## src/rtl/ccff_chain_loader.sv

```systemverilog
// Writer side of the ccff configuration-chain interface: streams NUM_CHAINS-wide beats into the fabric chains.
// Define CCFF_READBACK_EN to add a second VERIFY pass that checks ccff_tail against the re-streamed bitstream.
module ccff_chain_loader #(
  parameter int unsigned NUM_CHAINS = 10,
  parameter int unsigned CHAIN_LEN  = 1024,
  parameter int unsigned CNT_W      = $clog2(CHAIN_LEN + 1)
) (
  input  logic                  clk,
  input  logic                  global_resetn,
  input  logic                  start,
  input  logic                  abort,
  input  logic                  s_valid,
  output logic                  s_ready,
  input  logic [NUM_CHAINS-1:0] s_data,
  output logic [NUM_CHAINS-1:0] ccff_head,
  output logic                  ccff_shift,
  input  logic [NUM_CHAINS-1:0] ccff_tail,
  output logic                  busy,
  output logic                  done,
  output logic                  error
);

  typedef enum logic [1:0] {
    IDLE   = 2'd0,
    LOAD   = 2'd1,
`ifdef CCFF_READBACK_EN
    VERIFY = 2'd2,
`endif
    DONE   = 2'd3
  } state_t;

  state_t           state, state_d;
  logic [CNT_W-1:0] count, count_d;
  logic             beat;

  always_comb begin
    state_d = state;
    count_d = count;
    s_ready = 1'b0;
    busy    = 1'b0;
    done    = 1'b0;
    beat    = 1'b0;
    case (state)
      IDLE: begin
        if (start) begin
          state_d = LOAD;
          count_d = '0;
        end
      end
`ifdef CCFF_READBACK_EN
      LOAD, VERIFY: begin
`else
      LOAD: begin
`endif
        s_ready = 1'b1;
        busy    = 1'b1;
        beat    = s_valid && !abort;
        if (beat) begin
          if (count == CNT_W'(CHAIN_LEN - 1)) begin
            count_d = '0;
`ifdef CCFF_READBACK_EN
            state_d = (state == LOAD) ? VERIFY : DONE;
`else
            state_d = DONE;
`endif
          end else begin
            count_d = count + 1'b1;
          end
        end
      end
      DONE: begin
        done = 1'b1;
        if (start) begin
          state_d = LOAD;
          count_d = '0;
        end
      end
      default: state_d = IDLE;
    endcase
    if (abort) begin
      state_d = IDLE;
      count_d = '0;
    end
  end

  always_ff @(posedge clk or negedge global_resetn) begin
    if (!global_resetn) begin
      state      <= IDLE;
      count      <= '0;
      ccff_head  <= '0;
      ccff_shift <= 1'b0;
    end else begin
      state      <= state_d;
      count      <= count_d;
      ccff_shift <= beat;
      if (beat) ccff_head <= s_data;
    end
  end

`ifdef CCFF_READBACK_EN
  logic verify_shift;
  logic error_q;
  logic start_ok;

  assign start_ok = start && !abort && (state == IDLE || state == DONE);

  // Tag strobes that come from VERIFY beats: the final LOAD strobe lands in VERIFY
  // and the final VERIFY strobe lands in DONE, so state alone cannot select them.
  always_ff @(posedge clk or negedge global_resetn) begin
    if (!global_resetn) begin
      verify_shift <= 1'b0;
      error_q      <= 1'b0;
    end else begin
      verify_shift <= beat && (state == VERIFY);
      if (start_ok)
        error_q <= 1'b0;
      else if (ccff_shift && verify_shift && (ccff_tail != ccff_head))
        error_q <= 1'b1;
    end
  end

  assign error = error_q;
`else
  logic unused_tail;
  assign unused_tail = ^ccff_tail;
  assign error       = 1'b0;
`endif

endmodule

```

## config.mk

```make
export PLATFORM = sky130hd
export DESIGN_NAME = ccff_chain_loader
export DESIGN_NICKNAME = d
export VERILOG_FILES = /design/src/rtl/ccff_chain_loader.sv
export SDC_FILE = /design/constraint.sdc
export NUM_CORES = 1
export LEC_CHECK = 0
export BUFFER_PORTS_ARGS = -buffer_cell sky130_fd_sc_hd__buf_2
export CORE_ASPECT_RATIO = 0.5
export CORE_UTILIZATION = 30
export DETAILED_ROUTE_END_ITERATION = 6
export PLACE_DENSITY_LB_ADDON = 0.08
export REMOVE_ABC_BUFFERS = 1
export SLEW_MARGIN = 40
export SYNTH_ARGS = -nofsm -noshare
export SYNTH_HDL_FRONTEND = slang
export SYNTH_SLANG_ARGS = --single-unit
```

## constraint.sdc

```tcl
create_clock -name clk -period 2.1 [get_ports clk]
set_input_delay 0.315 -clock clk [delete_from_list [all_inputs] [get_ports clk]]
set_output_delay 0.315 -clock clk [all_outputs]
set_load 0.03 [all_outputs]
```

Word-level counts from Yosys, hierarchy flattened --
Cells that the tools add are included.
Word-level totals: bits of input ports 25, flip-flop bits (word level) 24, output and inout port bits 15, logic and storage cells 31
Cells by class: add/subtract/negate cells 1, equal/unequal tests 6, reductions and logical operators 7, mux-type cells 13
Operators with widths (count):
- $mux 11 | 4
- $pmux 11 s2 | 1
- $add 11x1->11 const B | 1
- $eq 11x10->1 const B | 1
- $mux 2 | 4
- $ne 3x3->1 const B | 2
- $reduce_and 3->1 | 2
- $pmux 2 s2 | 1
- $mux 1 | 3
- $ne 3x1->1 const B | 1
- $reduce_bool 3->1 | 1
- $eq 2x1->1 const B | 1
- $eq 2x2->1 const B | 1
- $logic_not 2->1 | 1
- $reduce_or 2->1 | 1
- $logic_and 1x1->1 | 1
- $logic_not 1->1 | 1

Logic depth before layout (Yosys ltp) --
depth in word-level cells 5, mapped depth 7, gate-level depth less buffers 6

Least setup slack after synthesis --
Ideal clock, no wire load.
kind reg2reg, from register state[1], to register count[5], required time 2.022 ns, path buffers 0, slack 0.260 ns, period minus slack after synthesis 1.840 ns, stages on the path, launching flop included 7, setup time 0.078 ns, data arrival time 1.763 ns, cell sequence dfrtp_1 inv_1 ha_1 or2_2 a31oi_2 or4_1 a21oi_1
On the way: longest elaborated chain between the ends 4, elaborated cells on any way between the ends 10, those cells by class eq/ne: 4; mux: 2; reduce/logical: 4
RTL lines:
- start: declaration | line 32 | state_t state, state_d;
- start signal: assignment | line 93 | state <= state_d;
- $eq 2x2->1 or $logic_not 2->1 (tied branches) | line 43 | case (state)
- $reduce_or 2->1 (no source line)
- $ne 3x1->1 (no source line), or another cell as far along
- $reduce_and 3->1 (no source line) or $mux 11 (tied branches)
- end signal: assignment | line 94 | count <= count_d;
- end: declaration | line 33 | logic [CNT_W-1:0] count, count_d;
Parallel ways exist; a longest one is shown, timed or not. A chain may end at the register's enable or synchronous reset.

Worst setup path in the final report --
from register state[0], to register count[5]
The elaborated chain is that of the path after synthesis.

==> results.py <==
metrics = {
    "hold_path": {
        "hold_class": "in -> async",
    },
    "drt": {
        "met3_wirelength_um": 114,
        "drt_iter0_drc": 37,
        "wl_met1_mm": 1.35,
        "ant_nets": 0,
        "wl_met2_mm": 1.12,
        "drt_pass1_iterations": 4,
        "top_layer": "met3",
        "remaining_drc_errors": 0,
        "routed_wl_mm": 2.59,
        "vias": 1024,
        "wl_per_cell_um": 12.3,
        "viasPerCell": 4.88,
    },
    "layout": {
        "seq_area_um2": 601,
        "diodes": 0,
        "syn_to_final_growth_pct": 23.4,
        "layout.cells.non_filler": 210,
        "fillers": 380,
        "drive_gt1_share_pct": 25.2,
        "nNetsFinal": 189,
        "multiInputGateArea_um2": 553,
    },
    "synth": {
        "synth.avg_cell_area_um2": 9.28,
        "syn-cell-area_mm2": 0.00120,
        "ys.flop_type": "dfrtp_1",
        "synth_top_cell_by_area": "dfrtp_1",
        "synth_compound_area_share_pct": 14.0,
        "synthCells": 129,
        "synth-edff-count": 0,
        "synth_top_family_by_area": "simple AND/OR/NAND/NOR gates",
        "synth_mux_area_share_pct": 0.940,
        "synth_cell_types": 32,
        "ys_seq_area_share_pct": 50.2,
        "synth.top_cell.area_share_pct": 50.2,
        "synth-seq-cells": 24,
        "async_flop_share_pct": 100,
        "yosysWarnings": 0,
        "yosys.area_share.xor_xnor_pct": 0,
        "yosys.area_share.adder_pct": 4.18,
        "netlist_top_cells_area": "dfrtp_1 50%, nand2_1 12%, ha_1 4.2%, a21oi_1 2.5%, o21ai_0 2.5%",
        "synth-simple-area-share_pct": 26.0,
    },
    "clocking": {
        "cts_setup_buffers": 0,
        "cts_buffers": 3,
        "clockBufferDepth": 2,
        "path_clk_slew_ns": 0.09,
        "cts_sinks": 24,
        "clk_latency_ns": 0.27,
        "clockRootBuffer": "clkbuf_8",
        "cts_tree": "built",
        "htreeDepth": 1,
    },
    "run": {
        "cap_violations": 0,
    },
    "timing": {
        "fin_ws_ns": 0.187,
        "finalSetupTns_ns": 0,
        "rsz0062_at_grt": "false",
        "whs_ns": 0.0178,
        "final-hold-violation-count": 0,
        "setup_viol": 0,
        "finClkSkew_ns": 0.00344,
        "worst_pin_slew_ns": 0.548,
        "slew_violations": 0,
        "slew_headroom_pct": 63.5,
        "min_period_over_period_pct": 91.1,
        "max_freq_mhz": 523,
        "fin_crit_ns": 1.91,
    },
    "setup_path": {
        "end_kind": "flop",
        "path_max_fanout": 15,
        "path_class": "reg -> reg",
        "r2r-start": "state[0]",
        "ff2ff_setup_slack_ns": 0.19,
        "r2r_end": "count[5]",
        "start_kind": "flop",
        "crit_arrival_ns": 2.11,
        "worst_ep_required_time_ns": 2.30,
        "r2r_cells": 6,
        "critPathLaunch": "state[0]",
    },
    "global_route": {
        "antenna_found_initial": 0,
        "grt.overflow.total": 0,
        "grt_pass1_wl_mm": 4.35,
        "grt_pass1_vias": 924,
        "grtUsageTotal_pct": 13.6,
        "grt_max_degree": 25,
    },
    "floorplan": {
        "start_util_pct": 33.1,
        "die_w_um": 91.3,
        "std_cell_rows": 15,
        "die_height_um": 46.7,
        "core_area_mm2": 0.00362,
        "dieArea_mm2": 0.00426,
        "pin_count": 40,
    },
    "power": {
        "power_leakage_uw": 0.000716,
        "power_density_mw_per_mm2": 971,
        "max-vdd-ir-drop_v": 0.000377,
    },
    "outcome": {
        "outcome": "completed",
    },
    "place": {
        "dp.cells": 206,
        "gp_congestion": 0.723,
        "place_ws_ns": 0.0468,
        "hpwl_mm": 1.85,
        "port_buffers": 28,
    },
}
[cell type report]
cell class	instances	share of cell area (%)
clock inverters	1	2.03
clock buffers	3	2.79
flip-flops and latches	24	40.6
well taps	51	4.32
inverters	5	1.27
repair buffers	32	11.5
multi-input cells	94	37.4
[worst max-delay path, stage by stage (launching register included)]
cell and delay (ns):
dfrtp_1 0.38, inv_1 0.07, ha_1 0.33, nand2b_1 0.16, a31oi_4 0.20, or4_1 0.54, a21oi_1 0.16
[metal layers]
layer  track usage [%]  up-vias
met5                 0        -
met1              18.2      493
met2              20.8       26
met3              4.46        0
met4              4.76        0
li1                  -      505
[cell families after synthesis]
logic type / after synthesis
compound gates: 25
fa+ha+maj: 4
buf+inv: 11
flops: 24
mux: 1
other cells: 1
simple gates: 63
[Yosys cell counts, drive strengths merged, types with 2 or more instances]
cell type	n
a21boi	2
clkbuf	3
or3	3
buf	3
o21ai	6
ha	4
nor2	3
nand3	3
inv	5
nand2	37
or4	3
nand4	3
o31ai	4
dfrtp	24
nand3b	2
a31oi	2
nand2b	3
a21oi	6
[cells in the final DEF, fill, tap and decap left out, types with 2 or more instances in the layout]
cell,instances
nand2_1,37
buf_2,28
dfrtp_1,24
o21ai_0,6
a21oi_1,6
inv_1,5
o31ai_1,4
ha_1,4
buf_4,4
nand2b_1,3
nand3_1,3
or3_1,3
nor2_1,3
nand4_1,3
or4_1,3
clkbuf_8,3
nand3b_1,2
a21boi_1,2
[repair_timing]
item,CTS,global route
setup endpoints to repair,0,8
hold buffers,0,0
gates resized for setup,0,1
[sequential cells by signal, summed over array words and instances (netlist names)]
| name | count |
|---|---|
| count | 11 |
| ccff_head | 10 |
| ccff_shift | 1 |
| state | 2 |
[how the worst max path moves through the flow]
| stage | end | cells past startpoint |
|---|---|---|
| finish | count[5] | 6 |
| global route | count[7] | 6 |
| CTS | count[5] | 6 |
| detailed placement | count[5] | 6 |
| global placement | count[3] | 6 |
| floorplan | count[5] | 6 |
[where the power goes]
group,leakage [uW],switching (uW),internal [uW]
Combinational,0.000362,308,138
Clock,0.0000357,156,255
Sequential,0.000319,39.9,538
Total,0.000716,504,931
[through the flow]
step / area, um^2 / util (%) / power (uW)
floorplan: 1160 / - / 879
global placement: 1400 / 38.6 / 1030
detailed placement: 1400 / 38.6 / 1030
CTS: 1470 / 40.6 / 1450
global route: 1480 / 40.8 / 1530
finish: 1480 / 40.8 / 1430
Note: power is estimated with default switching activity, not from simulation.
